--- src/rtl/issue_scheduler.sv ---
// Dual-issue scheduler between the issue buffer head pair and EX.
// Decides the pop count and lane fire mask each cycle. It owns the load-use
// scoreboard, the divider occupancy counter and the CSR/exception drain FSM.
// Optional feature macro: DUAL_ISSUE_EN (defined = slot b may issue with slot a).
//
// state    | meaning
// ---------+----------------------------------------------------------
// ST_RUN   | normal issue
// ST_DRAIN | serializing op in flight, nothing issues until drn_cnt hits 0
module issue_scheduler #(
   parameter int DIV_LAT   = 18,
   parameter int DRAIN_LAT = 3
) (
   input  logic       clk,
   input  logic       rstn,
   input  logic       flush_BR,
   input  logic       stall_DCache,
   input  logic       stall_div,
   input  logic [1:0] is_valid,
   input  logic [2:0] a_class,
   input  logic [2:0] b_class,
   input  logic       a_rf_we,
   input  logic       b_rf_we,
   input  logic [4:0] a_rf_rd,
   input  logic [4:0] b_rf_rd,
   input  logic [4:0] a_rf_raddr1,
   input  logic [4:0] a_rf_raddr2,
   input  logic [4:0] b_rf_raddr1,
   input  logic [4:0] b_rf_raddr2,
   output logic [1:0] using_num,
   output logic [1:0] issue_valid,
   output logic       div_busy
);

   localparam logic [2:0] C_LD  = 3'd1;
   localparam logic [2:0] C_ST  = 3'd2;
   localparam logic [2:0] C_BR  = 3'd3;
   localparam logic [2:0] C_DIV = 3'd4;
   localparam logic [2:0] C_CSR = 3'd5;
   localparam logic [2:0] C_EXC = 3'd6;

   localparam int DIV_W = $clog2(DIV_LAT);
   localparam int DRN_W = $clog2(DRAIN_LAT) + 1;

`ifdef DUAL_ISSUE_EN
   localparam bit DUAL_EN = 1'b1;
`else
   localparam bit DUAL_EN = 1'b0;
`endif

   typedef enum logic {ST_RUN, ST_DRAIN} state_t;

   state_t             state_q, state_d;
   logic [DIV_W-1:0]   div_cnt_q, div_cnt_d;
   logic [DRN_W-1:0]   drn_cnt_q, drn_cnt_d;
   logic               ld_pend_q, ld_pend_d;
   logic [4:0]         ld_rd_q, ld_rd_d;

   logic stall, kill, lu_a, lu_b, a_mem, b_mem, a_ok, b_ok, a_iss, b_iss;

   assign div_busy = (div_cnt_q != '0);

   // Issue decision for the head pair: purely combinational from inputs and state.
   always_comb begin
      stall = stall_DCache | stall_div;
      kill  = flush_BR | stall | ~is_valid[1];
      lu_a  = ld_pend_q && (ld_rd_q != 5'd0) &&
              ((ld_rd_q == a_rf_raddr1) || (ld_rd_q == a_rf_raddr2));
      lu_b  = ld_pend_q && (ld_rd_q != 5'd0) &&
              ((ld_rd_q == b_rf_raddr1) || (ld_rd_q == b_rf_raddr2));
      a_mem = (a_class == C_LD) || (a_class == C_ST);
      b_mem = (b_class == C_LD) || (b_class == C_ST);
      a_ok  = (state_q == ST_RUN) && !lu_a && !((a_class == C_DIV) && div_busy);
      b_ok  = is_valid[0] &&
              !((a_class == C_BR) || (a_class == C_CSR) || (a_class == C_EXC)) &&
              !((b_class == C_CSR) || (b_class == C_EXC) || (b_class == C_DIV)) &&
              !(a_mem && b_mem) &&
              !(a_rf_we && (a_rf_rd != 5'd0) &&
                ((a_rf_rd == b_rf_raddr1) || (a_rf_rd == b_rf_raddr2))) &&
              !(a_rf_we && b_rf_we && (a_rf_rd != 5'd0) && (a_rf_rd == b_rf_rd)) &&
              !lu_b;
      a_iss = !kill && a_ok;
      b_iss = DUAL_EN && a_iss && b_ok;
      issue_valid = {a_iss, b_iss};
      using_num   = {1'b0, a_iss} + {1'b0, b_iss};
   end

   // Next-state: divider always counts; flush beats stall; stall freezes the rest.
   always_comb begin
      state_d   = state_q;
      div_cnt_d = div_cnt_q;
      drn_cnt_d = drn_cnt_q;
      ld_pend_d = ld_pend_q;
      ld_rd_d   = ld_rd_q;

      if (a_iss && (a_class == C_DIV))
         div_cnt_d = DIV_W'(DIV_LAT - 1);
      else if (div_cnt_q != '0)
         div_cnt_d = div_cnt_q - 1'b1;

      if (flush_BR) begin
         state_d   = ST_RUN;
         drn_cnt_d = '0;
         ld_pend_d = 1'b0;
         ld_rd_d   = 5'd0;
      end else if (!stall) begin
         // Younger slot wins; a and b can never both be loads.
         ld_pend_d = 1'b0;
         if (a_iss && (a_class == C_LD) && a_rf_we) begin
            ld_pend_d = 1'b1;
            ld_rd_d   = a_rf_rd;
         end
         if (b_iss && (b_class == C_LD) && b_rf_we) begin
            ld_pend_d = 1'b1;
            ld_rd_d   = b_rf_rd;
         end
         case (state_q)
            ST_RUN: begin
               if (a_iss && ((a_class == C_CSR) || (a_class == C_EXC))) begin
                  state_d   = ST_DRAIN;
                  drn_cnt_d = DRN_W'(DRAIN_LAT - 1);
               end
            end
            ST_DRAIN: begin
               if (drn_cnt_q == '0)
                  state_d = ST_RUN;
               else
                  drn_cnt_d = drn_cnt_q - 1'b1;
            end
            default: state_d = ST_RUN;
         endcase
      end
   end

   // State registers with asynchronous active-low reset.
   always_ff @(posedge clk or negedge rstn) begin
      if (!rstn) begin
         state_q   <= ST_RUN;
         div_cnt_q <= '0;
         drn_cnt_q <= '0;
         ld_pend_q <= 1'b0;
         ld_rd_q   <= 5'd0;
      end else begin
         state_q   <= state_d;
         div_cnt_q <= div_cnt_d;
         drn_cnt_q <= drn_cnt_d;
         ld_pend_q <= ld_pend_d;
         ld_rd_q   <= ld_rd_d;
      end
   end

endmodule

--- config.mk ---
export PLATFORM = sky130hd
export DESIGN_NAME = issue_scheduler
export DESIGN_NICKNAME = d
export VERILOG_FILES = /design/src/rtl/issue_scheduler.sv
export SDC_FILE = /design/constraint.sdc
export NUM_CORES = 1
export LEC_CHECK = 0
export ABC_AREA = 1
export BUFFER_PORTS_ARGS = -buffer_cell sky130_fd_sc_hd__buf_2
export CORE_MARGIN = 2
export CORE_UTILIZATION = 30
export CTS_CLUSTER_SIZE = 16
export DETAILED_ROUTE_END_ITERATION = 6
export GPL_TIMING_DRIVEN = 0
export SYNTH_ARGS = -nofsm -noshare
export SYNTH_HDL_FRONTEND = slang
export SYNTH_SLANG_ARGS = --single-unit
--- constraint.sdc ---
create_clock -name clk -period 1.83 [get_ports clk]
set_input_delay 0.366 -clock clk [delete_from_list [all_inputs] [get_ports clk]]
set_output_delay 0.366 -clock clk [all_outputs]
set_load 0.005 [all_outputs]
==> results by group <==
STA
  • Final hold violation count: 0
  • Minimum clock period after layout: between 1500 and 2000 ps
  • Final Cycle Share: 1.07
  • Worst-case setup margin in the final layout: -128 ps
  • Max-slew headroom: 0.665
  • Setup repair after global routing missed its margin: yes
  • Worst Max-Slew Pin Slew: around 500 ps
  • Fmax: 511 MHz
  • Final number of max-transition violations: 0
  • Number of setup violations in the final report: 2
  • Clock Skew: ~2.7 ps

Floorplanning
  • DIE HEIGHT: approximately 64 µm
  • Initial Utilization: 0.318
  • Number of primary I/O pins: 50
  • Horizontal die dimension: about 64 µm
  • Area of the die: approximately 4100 µm²
  • Row cnt: 21
  • Placeable Area: ~3400 µm²

Place
  • Detailed Place HPWL: between 1500 and 2000 µm
  • Number of instances in the placed design: 233
  • Number of I/O port buffers: 27
  • Placement Cell Area: 1280 µm²
  • GPL Wtd Cong: approximately 0.80

Final layout
  • Antenna cells: 0
  • Signed area change from the synthesized netlist to the final layout: 30.7%
  • Fin nets: approximately 250
  • Cell area after layout: between 1000 and 1500 µm²
  • Number of filler instances in the final layout: 374
  • Final non-filler cell total: roughly 250
  • Fraction of final layout cells sized beyond drive strength 1: 0.328

Logic synthesis
  • Sequential fraction of the synthesis area: 0.345
  • Prevailing post-synth register cell: sky130_fd_sc_hd__dfrtp_1
  • Distinct cells, synth: 25
  • Post-synth EDFFs: 0
  • Fraction of registers with async set or reset after synthesis: 1.00
  • Biggest area consumer among synthesized cells: sky130_fd_sc_hd__dfrtp_1
  • Mean area per synthesized cell: 6.84 µm²
  • Post-synthesis instance area: between 1000 and 1500 µm²
  • Syn Inst Count: 159
  • Fraction of post-synthesis cell area in the top cell type by area: 0.345
  • Synthesized flop and latch total: 15
  • List of most frequent post-synthesis cells: sky130_fd_sc_hd__nand2_1, sky130_fd_sc_hd__inv_1, sky130_fd_sc_hd__dfrtp_1
  • Leading cell type by number of instances after synthesis: sky130_fd_sc_hd__nand2_1
  • Count of synthesis-stage warnings from yosys: 0
  • Top cells by area, synth: sky130_fd_sc_hd__dfrtp_1, sky130_fd_sc_hd__nand2_1, sky130_fd_sc_hd__inv_1

Run
  • Number of max-cap violations: 0

Route
  • Overall via count from detail_route: between 1000 and 1500
  • DRC Markers: 0
  • Antenna Violating Nets Remaining: 0
  • Via density per instance: about 4.2
  • Detailed-route wire length per cell: 9.03 µm
  • Final Routed Wirelength: about 2200 µm
  • Iteration-0 DRC Markers: 34
  • Detailed-router iteration count before antenna repair: 5

Clocking
  • Inserted Clock Buffers: 3
  • Count of clock tree sinks: 15
  • CTS tree: done
  • Maximum root-to-sink buffer count: 2
  • Depth of the CTS H-tree: 1
  • Reg clk slew, reported paths: about 90 ps
  • Clock root buffer master: sky130_fd_sc_hd__clkbuf_4
  • Clk_lat worst skew: 280 ps

Power
  • Cell area power density: a little over 700 nW/µm²
  • Maximum ir drop on the vdd rail: 316 µV
  • Static leakage: approximately 0.81 nW
  • Total power after layout: between 1 and 1.5 mW

GRT
  • Maximum number of pins on one net before global-route repair: 16
  • Global-route wire length before repair: ~3800 µm
  • Number of global-route vias before repair: ~960
  • Overflow after GRT: 0
  • Antenna violations before repair: 0
  • Total GRT Usage: 0.119

Critical path
  • Start-to-end type of the worst setup path: flop to primary output
  • WP data required: between 1000 and 1500 ps
  • Worst Setup End Kind: primary output
  • Start point of the critical path: div_cnt_q[1]$_DFFE_PN0P_
  • Highest net fanout along the worst path: 3
  • Crit path launch type: flop
  • Startpoint of the worst register-to-register path: div_cnt_q[1]$_DFFE_PN0P_
  • Endpoint arrival time on the critical path: about 1600 ps

Hold path
  • Worst hold path startpoint: a_rf_rd[4]
  • Min-Delay Path Class: primary input to flop

Outcome
  • Outcome: complete, but fails checks
  • Violations in the final reports: negative setup slack
[power breakdown]
group	internal, mW	switching (mW)	leakage [nW]
sequential	0.395	0.0477	0.193
combinational	0.192	0.188	0.603
clock	0.0846	0.107	0.0150
total	0.671	0.342	0.811
[placed cells by master (no fill, tap or decap), types with 2 or more instances in the layout]
cell                       netlist  routed
sky130_fd_sc_hd__buf_2           0      25
sky130_fd_sc_hd__nand2_4         2       2
sky130_fd_sc_hd__o21ai_0         5       5
sky130_fd_sc_hd__dfrtp_1        15      13
sky130_fd_sc_hd__a21oi_1         5       5
sky130_fd_sc_hd__xnor2_1         3       3
sky130_fd_sc_hd__clkbuf_4        0       3
sky130_fd_sc_hd__ha_1            4       3
sky130_fd_sc_hd__buf_4           4      10
sky130_fd_sc_hd__nand2_2         4       4
sky130_fd_sc_hd__conb_1          1       2
sky130_fd_sc_hd__nand2_1        54      54
sky130_fd_sc_hd__buf_6           0       5
sky130_fd_sc_hd__inv_1          22      19
sky130_fd_sc_hd__dfrtp_2         0       2
sky130_fd_sc_hd__nor3_1          2       2
sky130_fd_sc_hd__nand3_1        12      12
sky130_fd_sc_hd__nor2_2          2       4
sky130_fd_sc_hd__inv_2           3       6
sky130_fd_sc_hd__nor2_1         12      10
[metrics by stage]
stage / setup TNS [ps] / setup WS (ps) / util / hold slack, ps
floorplan: 0 / 219 / - / 70.4
global placement: 0 / 36.3 / 0.376 / 295
detailed placement: 0 / 28.3 / 0.376 / 294
CTS: -266 / -133 / 0.409 / 271
global route: -536 / -269 / 0.416 / 275
finish: -252 / -128 / 0.416 / 280
[flip-flops by register name, indices dropped and copies added (netlist names)]
signal     count
div_cnt_q      5
drn_cnt_q      3
ld_pend_q      1
ld_rd_q        5
state_q        1
[area by class of cell]
cell class	count	area (µm²)	share of cell area
Multi-Input combinational cell	115	593	0.417
Sequential cell	15	378	0.266
Timing Repair Buffer	37	229	0.161
Inverter	26	100	0.0704
Tap cell	46	57.6	0.0405
Buffer	4	37.5	0.0264
Clock buffer	4	26.3	0.0185
[routing by layer]
metal,part of all wire,global-route usage,up-vias
li1,-,-,567
met1,0.52,0.153,437
met2,0.42,0.193,30
met3,0.057,0.0387,2
met4,0.0058,0.0319,0
met5,0,0,-
[cells by family (layout without fill, tap and decap cells)]
group,count (synthesis),count (layout),share of synthesized area
AOI/OAI and AO/OA,12,12,0.0679
xor gates and xnor gates,4,4,0.0322
adders and majority gates,4,4,0.0460
buffers and inverters,30,71,0.120
DFF,15,15,0.345
other,1,2,0.00345
and+or+nand+nor,93,93,0.385
[final timing paths]
path                                            endpoint  slack (ps)  cells after the start
min in group asynchronous         ld_rd_q[1]$_DFFE_PN0P_         510                      2
worst min-delay path              ld_rd_q[4]$_DFFE_PN0P_         280                      3
max in group asynchronous         ld_rd_q[4]$_DFFE_PN0P_        1040                      2
worst max register to register  drn_cnt_q[1]$_DFFE_PN0P_         200                     12
worst min register to register     ld_pend_q$_DFFE_PN0P_         480                      2
worst max-delay path                        using_num[0]        -130                     10
[critical path, stage by stage (launching register included)]
cell and delay, ps:
sky130_fd_sc_hd__dfrtp_1 400, sky130_fd_sc_hd__inv_2 70, sky130_fd_sc_hd__ha_2 150, sky130_fd_sc_hd__inv_1 30, sky130_fd_sc_hd__nor2_1 100, sky130_fd_sc_hd__nand2_2 100, sky130_fd_sc_hd__a21oi_4 160, sky130_fd_sc_hd__nand2_4 70
sky130_fd_sc_hd__inv_4 60, sky130_fd_sc_hd__buf_6 90, sky130_fd_sc_hd__buf_6 80
[timing repair]
item,4_1_cts,5_1_grt
setup endpoints to repair,2,3
pin swaps,5,7
endpoints found under the hold margin,15,0
gates resized for setup,9,4
setup buffers,7,2
cloned,0,0
hold buffers,1,0
Note: power is estimated with default switching activity, not from simulation.
